===== config.mk =====
export PLATFORM = sky130hd
export DESIGN_NAME = quad_decoder_4bit
export DESIGN_NICKNAME = d
export VERILOG_FILES = /design/src/rtl/quad_decoder_4bit.sv
export SDC_FILE = /design/constraint.sdc
export NUM_CORES = 1
export LEC_CHECK = 0
export BUFFER_PORTS_ARGS = -buffer_cell sky130_fd_sc_hd__buf_2
export CAP_MARGIN = 20
export CORE_ASPECT_RATIO = 1.25
export CORE_MARGIN = 2
export CORE_UTILIZATION = 40
export CTS_BUF_LIST = sky130_fd_sc_hd__clkbuf_8 sky130_fd_sc_hd__clkbuf_16
export DETAILED_ROUTE_END_ITERATION = 12
export PLACE_DENSITY = 0.62
export SYNTH_ARGS = -nofsm -noshare
export SYNTH_HDL_FRONTEND = slang
export SYNTH_SLANG_ARGS = --single-unit

===== constraint.sdc =====
create_clock -name clk -period 3.4 [get_ports clk]
set_clock_uncertainty 0.15 [all_clocks]
set_input_delay 0.34 -clock clk [delete_from_list [all_inputs] [get_ports clk]]
set_output_delay 0.34 -clock clk [all_outputs]
set_load 0.005 [all_outputs]

===== src/rtl/quad_decoder_4bit.sv =====
// Quadrature decoder: per-phase synchronizers, stability filter, and a 4-bit
// wrapping position counter with direction, step pulse and sticky error flag.
module quad_decoder_4bit #(
  parameter int SYNC_STAGES   = 2,
  parameter int FILTER_CYCLES = 3
) (
  input  logic       clk,
  input  logic       reset,
  input  logic       quad_a,
  input  logic       quad_b,
  input  logic       clear,
  input  logic       err_clr,
  output logic [3:0] counter,
  output logic       up_down_flag,
  output logic       step,
  output logic       error,
  output logic       valid
);

  logic [SYNC_STAGES-1:0] sync_a_q, sync_a_d, sync_b_q, sync_b_d;
  logic [SYNC_STAGES-1:0] vld_pipe_q, vld_pipe_d;
  logic [1:0] filt_q, filt_d, cand_q, cand_d;
  logic [3:0] cnt_q, cnt_d;
  logic [3:0] counter_q, counter_d;
  logic       udf_q, udf_d, step_q, step_d, error_q, error_d, valid_q, valid_d;

  logic [1:0] sync_ab, delta;
  logic       pending, accept, is_up, is_dn, is_ill;

  // Gray position of {a,b}: 00->0, 10->1, 11->2, 01->3
  function automatic logic [1:0] pos(input logic [1:0] ab);
    return {ab[0], ab[1] ^ ab[0]};
  endfunction

  always_comb begin
    sync_a_d   = {sync_a_q[SYNC_STAGES-2:0], quad_a};
    sync_b_d   = {sync_b_q[SYNC_STAGES-2:0], quad_b};
    // Marks when the synchronizer holds real samples rather than reset zeros
    vld_pipe_d = {vld_pipe_q[SYNC_STAGES-2:0], 1'b1};
    sync_ab    = {sync_a_q[SYNC_STAGES-1], sync_b_q[SYNC_STAGES-1]};

    // Before a baseline exists every settled sample is a candidate
    pending = valid_q ? (sync_ab != filt_q) : vld_pipe_q[SYNC_STAGES-1];
    cnt_d   = 4'd0;
    cand_d  = cand_q;
    accept  = 1'b0;
    if (pending) begin
      cand_d = sync_ab;
      cnt_d  = (cnt_q != 4'd0 && sync_ab == cand_q) ? cnt_q + 4'd1 : 4'd1;
      if (cnt_d == 4'(FILTER_CYCLES)) begin
        accept = 1'b1;
        cnt_d  = 4'd0;
      end
    end

    delta  = pos(sync_ab) - pos(filt_q);
    is_up  = accept && valid_q && (delta == 2'd1);
    is_dn  = accept && valid_q && (delta == 2'd3);
    is_ill = accept && valid_q && (delta == 2'd2);

    filt_d  = accept ? sync_ab : filt_q;
    valid_d = valid_q | accept;
    step_d  = is_up | is_dn;
    udf_d   = is_up ? 1'b1 : (is_dn ? 1'b0 : udf_q);

    counter_d = counter_q;
    if (clear)      counter_d = 4'd0;
    else if (is_up) counter_d = counter_q + 4'd1;
    else if (is_dn) counter_d = counter_q - 4'd1;

    error_d = error_q;
    if (is_ill)       error_d = 1'b1;
    else if (err_clr) error_d = 1'b0;
  end

  always_ff @(posedge clk or posedge reset) begin
    if (reset) begin
      sync_a_q   <= '0;
      sync_b_q   <= '0;
      vld_pipe_q <= '0;
      filt_q     <= 2'b00;
      cand_q     <= 2'b00;
      cnt_q      <= 4'd0;
      counter_q  <= 4'd0;
      udf_q      <= 1'b0;
      step_q     <= 1'b0;
      error_q    <= 1'b0;
      valid_q    <= 1'b0;
    end else begin
      sync_a_q   <= sync_a_d;
      sync_b_q   <= sync_b_d;
      vld_pipe_q <= vld_pipe_d;
      filt_q     <= filt_d;
      cand_q     <= cand_d;
      cnt_q      <= cnt_d;
      counter_q  <= counter_d;
      udf_q      <= udf_d;
      step_q     <= step_d;
      error_q    <= error_d;
      valid_q    <= valid_d;
    end
  end

  assign counter      = counter_q;
  assign up_down_flag = udf_q;
  assign step         = step_q;
  assign error        = error_q;
  assign valid        = valid_q;

endmodule


==> results of run 1 <==
## per-stage QoR
step                setup WS, ns  area [sq um]  utilization (%)  cells  hold WS, ns
floorplan                  0.434          1050                -     88        0.179
CTS                        0.174          1190             48.7    137       0.0311
detailed placement         0.199          1150             47.0    134        0.185
finish                     0.289          1200             48.9    137       0.0353
global placement           0.263          1150             47.0    134        0.182
global route              0.0348          1200             48.9    137       0.0249
## power groups by stage
stage                     combinational [mW]  sequential [mW]  clock (mW)
after floorplan                        0.232            0.357           0
after global placement                 0.287            0.362           0
after detailed placement               0.291            0.364           0
after CTS                              0.292            0.358       0.163
after global routing                   0.326            0.370       0.173
final                                  0.289            0.359       0.155
## path summary, 6_finish.rpt
kind,cells after the start,startpoint,to,slack [ns]
min in group asynchronous,2,reset,valid,0.06
worst max register to register,12,sync_b_q[1],counter[3],0.29
max in group asynchronous,2,reset,up_down_flag,2.54
worst max-delay path,12,sync_b_q[1],counter[3],0.29
worst min register to register,0,vld_pipe_q[0],vld_pipe_q[1],0.20
worst min-delay path,1,quad_a,sync_a_q[0],0.04
## worst register-to-register path, cell delays in order (launching register included)
cell and delay, ns:
dfrtp_1 0.46, xnor2_1 0.16, ha_1 0.31, nand3b_1 0.18, nor4_2 0.21, and3_2 0.26, nand2_1 0.12, ha_1 0.31
a21o_1 0.18, a21oi_1 0.16, xnor2_1 0.09, or3_1 0.32, a21oi_1 0.14
## sequential cells by signal, summed over array words and instances, names as in the netlist, 2 cells and up
signal,flops
cand_q,2
cnt_q,4
counter,4
filt_q,2
sync_a_q,2
sync_b_q,2
vld_pipe_q,2
## Yosys cell counts, drive strengths merged
master / count
xnor2: 6
nand3b: 1
nand3: 2
xor2: 6
nor4: 1
a211oi: 2
and3: 2
nor3: 1
conb: 1
a21boi: 1
inv: 9
nand2: 7
a21oi: 3
mux2: 4
o32ai: 1
dfrtp: 22
nand2b: 1
nand4: 1
nor2: 5
or3: 1
ha: 5
fa: 1
a31oi: 1
nor3b: 1
a21o: 1
o21ai: 2
## logic make-up after synthesis
group	count (synthesis)	share of synthesized area, %
muxes	4	4.31
and+or+nand+nor	23	11.5
other	1	0.359
buffers and inverters	9	3.23
DFF	22	52.6
AOI/OAI and AO/OA	11	9.33
adders and majority gates	6	7.89
xor gates and xnor gates	12	10.8
## repair_timing
item	CTS	global route
buffers inserted	0	0
endpoints found under the hold margin	0	0
setup endpoints to repair	0	1
gates resized for setup	0	1
## routing by layer
metal,up-vias,GRT usage (%)
met2,18,22.1
met5,-,0
met4,0,7.14
met3,5,2.43
li1,326,-
met1,325,14.9
## area by class of cell
cell class	count	area, sq um	area share, %
inverter	9	33.8	2.82
clock buffer	3	41.3	3.44
timing repair buffer	13	65.1	5.42
tap	33	41.3	3.44
multi-input combinational	57	468	39.0
sequential	22	551	45.9
==> results.md, run 1 <==
* Crit. End Element: register
* TritonRoute pass-1 iters at 5
* Yosys top cell by area: dfrtp_1
* Sw Pwr at 276 uW
* First-pass GRT wire length at 2.88 mm
* Post-Syn Area at approximately 1000 sq um
* Post-synthesis sequential area ratio at between 50 and 60%
* Synth Instances at 88
* Synth unique cells at 29
* Largest stage delay, worst path at ~0.46 ns
* Overall power at roughly 800 uW
* Seq pwr share at 44.7%
* Vias at ~670
* Top layer in use: met4
* Vias in the first global route at about 680
* Share of layout cells above drive strength 1 at between 20% and 30%
* Die W at 49.7 um
* Filler instances at ~230
* Static leakage at approximately 0.57 nW
* Top Ports at 14
* Layout area overhead at 14.7%
* Synth top area share at 52.6%
* Initial antenna violation count at 0
* Post-synth net total at 100
* Die ar. at 3040 sq um
* Initial Util at 42.7%
* IO Port Bufs at 13
* Top post-synthesis cells by area: dfrtp_1, ha_1, xor2_1
* Worst path cell trace: xnor2_1, ha_1, nand3b_1, nor4_2, and3_2, nand2_1, ha_1, a21o_1, a21oi_1, xnor2_1, or3_1, a21oi_1
* Root buffer cell: clkbuf_8
* Post-route minimum period at between 3 and 4 ns
* Core Area at ~2500 sq um
* Crit path buf inv count at 0
* Routability cong. at 0.684
* Synth Warn # at 0
* Slew Limit Fails at 0
* Metal1 wirelength at around 650 um
* Pwr/cell area at 670 nW/um^2
* Setup violators final at 0
* Vias per cell at ~4.9
* Worst endpoint required time at roughly 3.4 ns
* Worst IR Drop VDD at approximately 0.36 mV
* Combinational power share at a little over a third
* ANT cells at 0
* Routed len/inst at between 10 and 15 um
* Max-cap violations at 0
* Status: complete, no violations
* Pint at approximately 530 uW
* Crit Path Category: reg -> reg
* Final setup TNS at 0 ns
* Final WL at ~1.5 mm
* Die Height at about 61 um
* Commonest non-fill, non-tap cell in the layout: dfrtp_1
* Switching Share at 34.3%
* Nets at approximately 120
* CP delay by family, top: simple AND/OR/NAND/NOR gates
* H-Tree Depth at 1
* Worst-path clk slew at 0.07 ns
* CTS tree: built
* Worst slew margin at a little under half
* Fmax at 321 MHz
* Row count at 20
* Synthesized area per cell at around 12 sq um
* Number of hold buffers added after CTS at 0
* DR WL met2 at between 700 and 800 um
* Post-DRT Antenna Nets at 0
* Largest net degree at the start of global routing at 23
* GRT Resource Usage Total at roughly 13%
* Worst-case clock buffer depth at 2
* Startpoint types: register
* Hold Crit Class: in -> reg
* Clk sink count at 22
* Global route overflow at 0
* Later-pin clock latency in the skew report at roughly 0.26 ns
* Least-Margin Pin Slew at between 0.7 and 0.8 ns
* Final Hold Viols at 0
* Arrival @ worst endpoint at approximately 3.2 ns
* Crit-path max FO at 5
* CTS Buf Count at 3
* RSZ-0062 raised after global routing: no
* Most frequent cells in the layout: dfrtp_1, buf_2, inv_1
* Initial DRC count at 15
* Flops & latches, synth at 22
* Fin crit share at slightly above 90%
* Dpl hpwl at approximately 1.2 mm
* Final routed DRC violation total at 0
* Met3 wire length at 71 um
* Clock Power Share at between 10% and 20%
* Max stage delay cell, worst path: dfrtp_1
No activity file was read; power rests on OpenSTA's default activity.
==> inputs of run 2 (changes only) <==
--- a/config.mk
+++ b/config.mk
@@ -5,8 +5,8 @@
 export SDC_FILE = /design/constraint.sdc
 export NUM_CORES = 1
 export LEC_CHECK = 0
-export BUFFER_PORTS_ARGS = -buffer_cell sky130_fd_sc_hd__buf_2
-export CAP_MARGIN = 20
+export BUFFER_PORTS_ARGS = -buffer_cell sky130_fd_sc_hd__clkbuf_2
+export CAP_MARGIN = 5
 export CORE_ASPECT_RATIO = 1.25
 export CORE_MARGIN = 2
 export CORE_UTILIZATION = 40
==> run 2 against run 1 <==
Critical endpoint unchanged; power rose by 0.12%; sequential power is essentially flat; register-to-register slack barely moved; sequential cell count unchanged; sequential share of layout area did not move; critical path depth unchanged; first-iteration DRC count down 33%; clock power is essentially flat; combinational power hardly changed; die area unchanged.
==> results.md, run 2 (synthesis results as in run 1) <==
* Global route overflow at 0 (unchanged)
* Share of layout cells above drive strength 1 at 26.0% (unchanged)
* Root buffer cell: clkbuf_8
* Worst-case clock buffer depth at 2 (unchanged)
* Design area at 1200 sq um (unchanged)
* Clk sink count at 22 (unchanged)
* Number of hold buffers added after CTS at 0 (unchanged)
* Vias in the first global route at 676 (-0.44%)
* Routed len/inst at 11.3 um (+3.0%)
* Final routed DRC violation total at 0 (unchanged)
* Crit Path Category: reg -> reg
* Worst slew margin at 45.4% (-2.2 points)
* Max-cap violations at 0 (unchanged)
* Initial antenna violation count at 0 (unchanged)
* Layout Cells excl Fill at 137 (unchanged)
* Die ar. at 3040 sq um (unchanged)
* Initial DRC count at 10 (-5)
* Post-CTS resize count at 0 (unchanged)
* Pwr/cell area at 670 nW/um^2 (+0.12%)
* Top layer in use: met4
* Slew Limit Fails at 0 (unchanged)
* Fin crit share at 91.3% (-0.20 points)
* Postcts setup bufs at 0 (unchanged)
* DP Area at 1150 sq um (unchanged)
* CTS Buf Count at 3 (unchanged)
* Final setup TNS at 0 ns (unchanged)
* IO Port Bufs at 13 (unchanged)
* Most frequent cells in the layout: dfrtp_1, clkbuf_2, inv_1
* Setup violators final at 0 (unchanged)
* Status: complete, no violations
* Post-route minimum period at 3.10 ns (-0.00681 ns)
* Post-DRT Antenna Nets at 0 (unchanged)
* Metal1 wirelength at 686 um (+5.9%)
* Fmax at 322 MHz (+0.22%)
* H-Tree Depth at 1 (unchanged)
* Startpoint types: register
* Vias per cell at 4.85 (-1.5%)
* DR WL met2 at 767 um (+3.1%)
* Least-Margin Pin Slew at 0.818 ns (+0.0330 ns)
* Static leakage at 0.564 nW (-0.85%)
* Worst endpoint required time at 3.43 ns (about the same)
* RSZ-0062 raised after global routing: no
* Crit. End Element: register
* Die Height at 61.2 um (unchanged)
* Cell Count Post-Placement at 134 (unchanged)
* Hold Crit Class: in -> reg
* Largest net degree at the start of global routing at 23 (unchanged)
* Initial Util at 42.7% (unchanged)
* First-pass GRT wire length at 2.90 mm (+0.69%)
* Later-pin clock latency in the skew report at 0.25 ns (about the same)
* Crit-path max FO at 5 (unchanged)
* Worst-path clk slew at 0.07 ns (about the same)
* Layout area overhead at 14.7% (unchanged)
* Nets at 118 (unchanged)
* Routability cong. at 0.754 (+10%)
* Commonest non-fill, non-tap cell in the layout: dfrtp_1
* GRT Resource Usage Total at 12.7% (+0.026 points)
* Worst Hold Slack at 0.0358 ns (+0.000553 ns)
* CTS tree: built
* Die W at 49.7 um (unchanged)
* Arrival @ worst endpoint at 3.13 ns (-0.02 ns)
* Worst IR Drop VDD at 0.378 mV (+4.5%)
* Final Hold Viols at 0 (unchanged)
* Overall power at 804 uW (+0.12%)
* Final WL at 1.55 mm (+3.0%)
* Row count at 20 (unchanged)
* ANT cells at 0 (unchanged)
* Dpl hpwl at 1.20 mm (+2.2%)
* Top Ports at 14 (unchanged)
* Core Area at 2450 sq um (unchanged)
* Met3 wire length at 60 um (-15%)
* Vias at 664 (-1.5%)
* TritonRoute pass-1 iters at 2 (-3)
run 2: cell count changes in the layout (fill, tap and decap cells not counted):
cell | previous run | this run
clkbuf_2 | 0 | 13
buf_2 | 13 | 0
run 2: critical path, cell delays in order (launching register included):
cell and delay (ns):
dfrtp_1 0.45, xnor2_1 0.16, ha_1 0.31, nand3b_1 0.18, nor4_2 0.21, and3_2 0.25
nand2_1 0.10, ha_1 0.30, a21o_1 0.18, a21oi_1 0.18, xnor2_1 0.09, or3_1 0.31
a21oi_1 0.16
run 2: final timing paths:
path,slack [ns],endpoint,cells past startpoint,startpoint
worst min-delay path,0.04,sync_a_q[0],1,quad_a
worst max-delay path,0.30,counter[3],12,sync_b_q[1]
worst min register to register,0.20,vld_pipe_q[1],0,vld_pipe_q[0]
worst max register to register,0.30,counter[3],12,sync_b_q[1]
max in group asynchronous,2.53,sync_b_q[1],2,reset
min in group asynchronous,0.06,filt_q[1],2,reset
run 2: metal layers:
metal | up-vias | track usage [%]
met4 | 0 | 5.95
met3 | 5 | 2.91
li1 | 324 | -
met5 | - | 0
met1 | 321 | 15.1
met2 | 14 | 22.1
run 2: area by class of cell:
type | instances | area (sq um)
Tap cell | 33 | 41.3
Timing Repair Buffer | 13 | 65.1
Sequential cell | 22 | 551
Clock buffer | 3 | 41.3
Fill cell | 250 | 1250
Inverter | 9 | 33.8
Multi-Input combinational cell | 57 | 468
run 2: metrics by stage:
stage | util [%] | setup slack [ns]
floorplan | - | 0.434
global placement | 47.0 | 0.293
detailed placement | 47.0 | 0.201
CTS | 48.7 | 0.179
global route | 48.9 | 0.0457
finish | 48.9 | 0.296
run 2: report_power, final:
group | internal, mW | total [mW] | switching [mW]
sequential | 0.310 | 0.359 | 0.0488
clock | 0.0789 | 0.154 | 0.0756
combinational | 0.139 | 0.291 | 0.152
==> inputs of run 3 (changes only) <==
--- a/config.mk
+++ b/config.mk
@@ -8,7 +8,7 @@
 export BUFFER_PORTS_ARGS = -buffer_cell sky130_fd_sc_hd__clkbuf_2
 export CAP_MARGIN = 5
 export CORE_ASPECT_RATIO = 1.25
-export CORE_MARGIN = 2
+export CORE_MARGIN = 3
 export CORE_UTILIZATION = 40
 export CTS_BUF_LIST = sky130_fd_sc_hd__clkbuf_8 sky130_fd_sc_hd__clkbuf_16
 export DETAILED_ROUTE_END_ITERATION = 12
==> run 3 against run 2 <==
Clock-buffer cell count is the same; via count shrank 0.60%; sequential cell count is the same; register-to-register slack is essentially flat; setup slack gained 0.0015 ns; sequential power is essentially flat; final area is the same; cell count is the same; sequential share of layout area is the same; combinational power grew 2%; clock power is essentially flat; largest cell class unchanged; largest power group unchanged; highest routed layer unchanged.
==> results.md, run 3 (synthesis results as in run 1) <==
* Status: complete, no violations
* Arrival @ worst endpoint at 3.13 ns (about the same)
* Post-CTS resize count at 0 (unchanged)
* Slew Limit Fails at 0 (unchanged)
* Share of layout cells above drive strength 1 at 26.0% (unchanged)
* Final WL at 1.66 mm (+7.0%)
* Core Area at 2450 sq um (unchanged)
* Gr busiest metal: met2
* Postcts setup bufs at 0 (unchanged)
* IO Port Bufs at 13 (unchanged)
* Later-pin clock latency in the skew report at 0.25 ns (about the same)
* CTS Buf Count at 3 (unchanged)
* Crit-path max FO at 5 (unchanged)
* Post-route minimum period at 3.10 ns (-0.00151 ns)
* Util after Layout at 48.9% (unchanged)
* GRT Resource Usage Total at 12.1% (-0.62 points)
* Pre-CTS setup slack at 0.184 ns (-0.0172 ns)
* RSZ-0062 raised after global routing: no
* Seq pwr share at 44.4% (-0.2 points)
* Crit Path Category: reg -> reg
* Startpoint types: register
* Routability cong. at 0.751 (-0.40%)
* Pint at 528 uW (about the same)
* Fin crit share at 91.2% (about the same)
* GRT met3 Usage at 2.84% (-0.076 points)
* Global route overflow at 0 (unchanged)
* Routed len/inst at 12.1 um (+7.0%)
* Top Ports at 14 (unchanged)
* Nets at 118 (unchanged)
* Most frequent cells in the layout: dfrtp_1, clkbuf_2, inv_1
* Grt met1 use at 14.5% (-0.59 points)
* Vias at 660 (-0.60%)
* Post-DRT Antenna Nets at 0 (unchanged)
* Commonest non-fill, non-tap cell in the layout: dfrtp_1
* Fmax at 322 MHz (about the same)
* Worst endpoint required time at 3.43 ns (about the same)
* Layout area overhead at 14.7% (unchanged)
* Vias in the first global route at 669 (-1.0%)
* Met2 layer usage reported by global route at 20.7% (-1.4 points)
* Die ar. at 3270 sq um (+7.4%)
* Hold Crit Class: in -> reg
* Overall power at 810 uW (+0.69%)
* Final Hold Viols at 0 (unchanged)
* Least-Margin Pin Slew at 0.800 ns (-0.0180 ns)
* Sw Pwr at 282 uW (+1.9%)
* Vias per cell at 4.82 (-0.60%)
* Clock Power Share at 18.9% (-0.3 points)
* Setup violators final at 0 (unchanged)
* TritonRoute pass-1 iters at 4 (+2)
* Initial antenna violation count at 0 (unchanged)
* Clk sink count at 22 (unchanged)
* First-pass GRT wire length at 2.98 mm (+2.6%)
* Root buffer cell: clkbuf_8
* Pwr/cell area at 675 nW/um^2 (+0.69%)
* H-Tree Depth at 1 (unchanged)
* Largest net degree at the start of global routing at 23 (unchanged)
* Filler instances at 248 (-0.80%)
* Setup ws final at 0.298 ns (+0.00151 ns)
* Crit. End Element: register
* CTS tree: built
* Number of hold buffers added after CTS at 0 (unchanged)
* Max-cap violations at 0 (unchanged)
* ANT cells at 0 (unchanged)
* Worst-path clk slew at 0.07 ns (about the same)
* Worst-case clock buffer depth at 2 (unchanged)
* Die W at 51.7 um (+4.0%)
* Worst IR Drop VDD at 0.384 mV (+1.5%)
* Row count at 20 (unchanged)
* Dpl hpwl at 1.30 mm (+8.7%)
* Combinational power share at 36.7% (+0.5 points)
* Initial Util at 42.7% (unchanged)
* Initial DRC count at 9 (-1)
* DP Area at 1150 sq um (unchanged)
* Die Height at 63.2 um (+3.3%)
* Design area at 1200 sq um (unchanged)
* Worst slew margin at 46.6% (+1.2 points)
* Final setup TNS at 0 ns (unchanged)
* Final routed DRC violation total at 0 (unchanged)
* Switching Share at 34.8% (+0.43 points)
* Static leakage at 0.564 nW (unchanged)
[run 3: cell counts in the layout (fill, tap and decap cells not counted)]
Identical to the previous run, type by type.
[run 3: metal layers]
layer	vias up	wire length (um)
met5	-	0
met1	325	710
met3	2	60
met4	0	9
met2	12	876
li1	321	-
[run 3: stage by stage]
stage                     std cells  hold WS [ns]
after floorplan                  88         0.179
after global placement          134         0.182
after detailed placement        134         0.190
after CTS                       137        0.0364
after global routing            137        0.0301
final                           137        0.0415
[run 3: critical path, cell delays in order (launching register included)]
cell	delay, ns
dfrtp_1	0.46
xnor2_1	0.16
ha_1	0.31
nand3b_1	0.18
nor4_2	0.21
and3_2	0.26
nand2_1	0.11
ha_1	0.31
a21o_1	0.17
a21oi_1	0.18
xnor2_1	0.09
or3_1	0.31
a21oi_1	0.15
[run 3: area by class of cell]
type,instances,area (sq um),area share (%)
clock buffers,3,41.3,3.44
inverters,9,33.8,2.82
multi-input cells,57,468,39.0
flip-flops and latches,22,551,45.9
well taps,33,41.3,3.44
repair buffers,13,65.1,5.42
[run 3: path summary, 6_finish.rpt]
path	endpoint	depth (start not counted)	slack, ns	start
worst max-delay path	counter[3]	12	0.30	sync_b_q[1]
min in group asynchronous	filt_q[0]	2	0.06	reset
worst max register to register	counter[3]	12	0.30	sync_b_q[1]
worst min register to register	sync_a_q[1]	0	0.20	sync_a_q[0]
worst min-delay path	sync_b_q[0]	1	0.04	quad_b
max in group asynchronous	cnt_q[2]	2	2.54	reset
[run 3: power by group through the flow]
stage / registers (mW) / clock network (mW) / logic, mW
4_1_cts: 0.360 / 0.162 / 0.299
5_1_grt: 0.367 / 0.175 / 0.336
3_5_place_dp: 0.365 / 0 / 0.297
2_1_floorplan: 0.357 / 0 / 0.232
6_report: 0.360 / 0.153 / 0.297
3_3_place_gp: 0.364 / 0 / 0.291
